`src/rtl/approx_mul_err_sweeper.sv`:
```
// Error-characterisation engine for an attached approximate multiplier.
// Walks every operand pair, compares the returned product against an exact
// reference and accumulates error count, max/sum of error distance and the
// first operands that produced the maximum.
//
// state   | meaning
// --------+----------------------------------------------------------
// S_IDLE  | waiting for start; statistics hold their last values
// S_SWEEP | issuing one operand pair per clock from the pair counter
// S_DRAIN | all pairs issued; waiting for the delay line to empty
// S_FIN   | one-clock done pulse, then back to S_IDLE
module approx_mul_err_sweeper #(
    parameter int W       = 8,
    parameter int DUT_LAT = 0
) (
    input  logic             clk,
    input  logic             rst_n,
    input  logic             start,
    input  logic             abort,
    output logic [W-1:0]     dut_a,
    output logic [W-1:0]     dut_b,
    input  logic [2*W-1:0]   dut_prod,
    output logic             busy,
    output logic             done,
    output logic [2*W:0]     err_count,
    output logic [2*W-1:0]   max_ed,
    output logic [4*W-1:0]   sum_ed,
    output logic [W-1:0]     worst_a,
    output logic [W-1:0]     worst_b
);

    localparam int PW = 2 * W;
    localparam int EW = 2 * W + 1;
    localparam int SW = 4 * W;

    typedef enum logic [1:0] {
        S_IDLE  = 2'd0,
        S_SWEEP = 2'd1,
        S_DRAIN = 2'd2,
        S_FIN   = 2'd3
    } state_t;

    state_t state;
    state_t state_nxt;

    logic [PW-1:0]  cnt;
    logic           last_pair;

    // vld_line[0] / op_line[0] are the issue registers; stage DUT_LAT is the
    // one aligned with dut_prod.
    logic [DUT_LAT:0] vld_line;
    logic [PW-1:0]    op_line [0:DUT_LAT];

    logic           issue;
    logic           clear_stats;
    logic           flush;
    logic           upstream_busy;
    logic           sample;

    logic [W-1:0]   samp_a;
    logic [W-1:0]   samp_b;
    logic [PW-1:0]  exact;
    logic [PW-1:0]  ed;

    assign last_pair = (cnt == {PW{1'b1}});

    // State register.
    always_ff @(posedge clk or negedge rst_n) begin
        if (!rst_n) begin
            state <= S_IDLE;
        end else begin
            state <= state_nxt;
        end
    end

    // Next-state logic; abort wins over normal progress while busy.
    always_comb begin
        state_nxt = state;
        case (state)
            S_IDLE: begin
                if (start) begin
                    state_nxt = S_SWEEP;
                end
            end
            S_SWEEP: begin
                if (abort) begin
                    state_nxt = S_IDLE;
                end else if (last_pair) begin
                    state_nxt = S_DRAIN;
                end
            end
            S_DRAIN: begin
                if (abort) begin
                    state_nxt = S_IDLE;
                end else if (!upstream_busy) begin
                    state_nxt = S_FIN;
                end
            end
            S_FIN: begin
                state_nxt = S_IDLE;
            end
            default: begin
                state_nxt = S_IDLE;
            end
        endcase
    end

    // State-decoded outputs and datapath enables.
    always_comb begin
        busy        = (state == S_SWEEP) || (state == S_DRAIN);
        done        = (state == S_FIN);
        issue       = (state == S_SWEEP) && !abort;
        clear_stats = (state == S_IDLE) && start;
        flush       = busy && abort;
    end

    // Entries still travelling towards the sample stage. The last stage is
    // excluded: it is consumed on the same edge that leaves S_DRAIN.
    always_comb begin
        upstream_busy = 1'b0;
        for (int i = 0; i < DUT_LAT; i++) begin
            upstream_busy = upstream_busy | vld_line[i];
        end
    end

    // Operand pair counter: restarts on start, advances once per issued pair.
    always_ff @(posedge clk or negedge rst_n) begin
        if (!rst_n) begin
            cnt <= '0;
        end else if (clear_stats) begin
            cnt <= '0;
        end else if (issue) begin
            cnt <= cnt + PW'(1);
        end
    end

    // Issue registers plus delay line; stage 0 holds its value when not issuing
    // so the multiplier inputs stay put outside the sweep.
    always_ff @(posedge clk or negedge rst_n) begin
        if (!rst_n) begin
            vld_line <= '0;
            for (int i = 0; i <= DUT_LAT; i++) begin
                op_line[i] <= '0;
            end
        end else begin
            if (flush) begin
                vld_line <= '0;
            end else begin
                vld_line[0] <= issue;
                for (int i = 1; i <= DUT_LAT; i++) begin
                    vld_line[i] <= vld_line[i-1];
                end
            end
            if (issue) begin
                op_line[0] <= cnt;
            end
            for (int i = 1; i <= DUT_LAT; i++) begin
                op_line[i] <= op_line[i-1];
            end
        end
    end

    assign dut_a = op_line[0][PW-1:W];
    assign dut_b = op_line[0][W-1:0];

    // Exact reference and absolute error distance for the aligned pair.
    always_comb begin
        samp_a = op_line[DUT_LAT][PW-1:W];
        samp_b = op_line[DUT_LAT][W-1:0];
        exact  = PW'(samp_a) * PW'(samp_b);
        if (dut_prod > exact) begin
            ed = dut_prod - exact;
        end else begin
            ed = exact - dut_prod;
        end
        sample = vld_line[DUT_LAT] && !flush;
    end

    // Statistics accumulation; cleared on start, frozen otherwise.
    always_ff @(posedge clk or negedge rst_n) begin
        if (!rst_n) begin
            err_count <= '0;
            max_ed    <= '0;
            sum_ed    <= '0;
            worst_a   <= '0;
            worst_b   <= '0;
        end else if (clear_stats) begin
            err_count <= '0;
            max_ed    <= '0;
            sum_ed    <= '0;
            worst_a   <= '0;
            worst_b   <= '0;
        end else if (sample) begin
            if (ed != '0) begin
                err_count <= err_count + EW'(1);
            end
            sum_ed <= sum_ed + SW'(ed);
            if (ed > max_ed) begin
                max_ed  <= ed;
                worst_a <= samp_a;
                worst_b <= samp_b;
            end
        end
    end

endmodule

```
`config.mk`:
```
export PLATFORM = sky130hd
export DESIGN_NAME = approx_mul_err_sweeper
export DESIGN_NICKNAME = d
export VERILOG_FILES = /design/src/rtl/approx_mul_err_sweeper.sv
export SDC_FILE = /design/constraint.sdc
export NUM_CORES = 1
export LEC_CHECK = 0
export ABC_AREA = 1
export CORE_ASPECT_RATIO = 1.2
export CORE_MARGIN = 8
export CORE_UTILIZATION = 59
export CTS_BUF_LIST = sky130_fd_sc_hd__clkbuf_16
export DETAILED_ROUTE_END_ITERATION = 10
export PLACE_DENSITY_LB_ADDON = 0.1
export SYNTH_ARGS = -nofsm -noshare
export SYNTH_HDL_FRONTEND = slang
export SYNTH_SLANG_ARGS = --single-unit
```
`constraint.sdc`:
```
create_clock -name clk -period 10.6 [get_ports clk]
set_clock_uncertainty 0.05 [all_clocks]
set_input_delay 3.18 -clock clk [delete_from_list [all_inputs] [get_ports clk]]
set_output_delay 3.18 -clock clk [all_outputs]
set_load 0.01 [all_outputs]
```
==> flow_summary.yaml <==
outcome:
  status: "finished, final reports clean"
placement:
  post-place-ws_ps: 1780
  place.gp.congestion: 0.973
  port_buffers: 118
  hpwl_um: 22900
critical_path:
  cp_slowest_cell: "nor2_2"
  slowest_delay_ps: 710
  worstPathMaxFanout: 19
  reg2reg_depth: 37
  cp-startpoint: "op_line[7]"
  worstPathArrival_ps: 9170
  required_ps: 10870
  start_kind: "flip-flop"
  cp_common_cell: "nand2_1"
  regToRegSetupSlack_ps: 1690
  crit_type: "reg -> reg"
  endpoint_kind: "flip-flop"
  reg2reg_to: "max_ed[1]"
  timing.rr.start: "op_line[7]"
global_route:
  grt.overflow.total: 0
  grt_pass1_vias: 10400
  grt_usage: 0.263
  grt_max_degree: 65
  antenna_found_initial: 0
  grt_pass1_wl_um: 50100
finish:
  final_cell_mix: "455 x nand2_1, 295 x inv_1, 117 x clkdlybuf4s50_1, 116 x dfrtp_1, 110 x ha_1"
  nFillCells: 1482
  antenna_cells: 0
  nNetsFinal: 1850
  final_common_cell: "nand2_1"
  drive_gt1_frac: 0.0502
  area_growth_pct: 17.6
  final_core_utilization: 0.710
synth:
  synth_cell_types: 49
  ys_seq_area_frac: 0.265
  netlist.area_leader.share: 0.265
  syn-num-nets: 1748
  synth_top_flop_cell: "dfrtp_1"
  ys_seq_elements: 116
  ys_warn_count: 0
  async_flop_share: 1.00
  synth_edf_count: 0
  yosys-top-cells-area: "dfrtp_1 26%, nand2_1 16%, ha_1 13%"
  syn_area_um2: 11000
  syn_inst: 1579
  syn-mean-instance-area_um2: 6.95
  yosys.area.top_type: "dfrtp_1"
sta:
  rsz0062_at_grt: "no"
  slew_headroom: 0.460
  fmax_mhz: 112
  setup_ws_ps: 1690
  finalHoldViolations: 0
  holdWs_ps: 467
  period_share: 0.840
  fin_crit_ps: 8910
  drv_slew: 0
  setup_tns_ps: 0
  worst_pin_slew_ps: 811
  setup_viol: 0
floorplanning:
  top_level_ports: 119
  fp.dieH_um: 165
  dieArea_um2: 23200
  rows: 54
  initial_core_util: 0.603
  core_um2: 18200
  die_x_um: 140
route:
  drc_errors: 0
  ant_nets: 0
  drtIter0Drc: 785
  wirelength_um: 29600
  firstDrtPassIters: 5
  num_vias: 10400
  wl_per_cell_um: 15.4
  vias_per_cell: 5.44
power:
  irDropWorstVdd_mv: 0.169
  total_power_w: 0.00207
  power_density_nw_per_um2: 160
  leakage_nw: 7.17
clock_tree:
  cts_buffers: 17
  clock-root-buffer: "clkbuf_16"
  tritoncts: "yes"
  path_clk_slew_ps: 60
  cts_setup_buffers: 0
  postCtsResizedCells: 0
  cts_hold_buf: 0
  clk_path_buf_depth: 2
  cts_sinks: 116
  insertion_delay_ps: 420
  htreeDepth: 4
flow_run:
  max_cap_viol_count: 0
worst_hold_path:
  worstHoldStart: "cnt[7]"
  min_to: "cnt[7]"
  hold_class: "reg -> reg"
  hold_depth: 1
report_power, final:
group | internal (W) | leakage, nW | switching, W | total [W]
clock | 0.000358 | 0.298 | 0.000239 | 0.000597
combinational | 0.000332 | 5.29 | 0.000537 | 0.000869
sequential | 0.000517 | 1.58 | 0.0000841 | 0.000601
total | 0.00121 | 7.17 | 0.000860 | 0.00207
sequential cells by signal, indices dropped and copies added (netlist names):
signal,cells
cnt,16
worst_b,8
max_ed,16
op_line,16
sum_ed,32
worst_a,8
vld_line,1
state,2
err_count,17
kinds of logic (layout without fill, tap and decap cells):
group	count (synthesis)	after routing	share of synthesized area
XOR/XNOR	27	27	0.0216
AND/OR/NAND/NOR	722	722	0.284
AO/OA/AOI/OAI	217	217	0.111
buffers and inverters	348	463	0.122
adder cells (fa/ha/maj)	149	149	0.197
flip-flops	116	116	0.265
how the worst max path moves through the flow:
stage                 endpoint  slack [ps]  cells past startpoint
finish               max_ed[1]        1690                     37
global route         max_ed[1]         980                     37
CTS                  max_ed[1]        1720                     37
detailed placement  max_ed[13]        1780                     37
global placement     max_ed[1]        2040                     37
floorplan           sum_ed[20]        3130                     42
layout make-up:
class / instances / area [um2] / share of cell area
repair buffers: 125 / 1230 / 0.0954
inverters: 306 / 1150 / 0.0892
flip-flops and latches: 116 / 2900 / 0.225
clock inverters: 15 / 183 / 0.0142
multi-input cells: 1115 / 6730 / 0.522
well taps: 224 / 280 / 0.0217
clock buffers: 17 / 425 / 0.0330
stage by stage:
step / instance area (um2) / instances
6_report: 12900 / 1918
3_3_place_gp: 12300 / 1886
5_1_grt: 12900 / 1918
2_1_floorplan: 11000 / 1579
3_5_place_dp: 12300 / 1886
4_1_cts: 12900 / 1918
Yosys cell counts, types with 3 or more instances:
library cell,instances
a211oi_1,5
a21o_1,5
a21oi_1,83
a31oi_1,4
buf_2,3
clkbuf_1,36
dfrtp_1,116
fa_1,39
ha_1,110
inv_1,295
inv_2,9
nand2_1,456
nand2_2,17
nand2_4,3
nand2_8,3
nand3_1,109
nand4_1,20
nor2_1,76
nor3_1,22
nor3b_1,3
nor4_1,3
o2111ai_1,3
o21a_1,5
o21ai_0,85
o21ai_1,4
o21bai_1,7
o31ai_1,5
xnor2_1,7
xor2_1,20
critical path: cells and delay by family (launching register included):
kind,cells,cell delay (ps)
AO/OA/AOI/OAI,9,1770
XOR/XNOR,1,270
adder cells (fa/ha/maj),7,3050
buffers and inverters,6,640
flip-flops,1,560
AND/OR/NAND/NOR,14,2460
per-layer routing:
layer,GRT usage,wire (um)
met3,0.0466,1700
met2,0.455,14300
met4,0.0978,807
met1,0.323,12800
met5,0,0
Power figures use the tool's default switching activity.
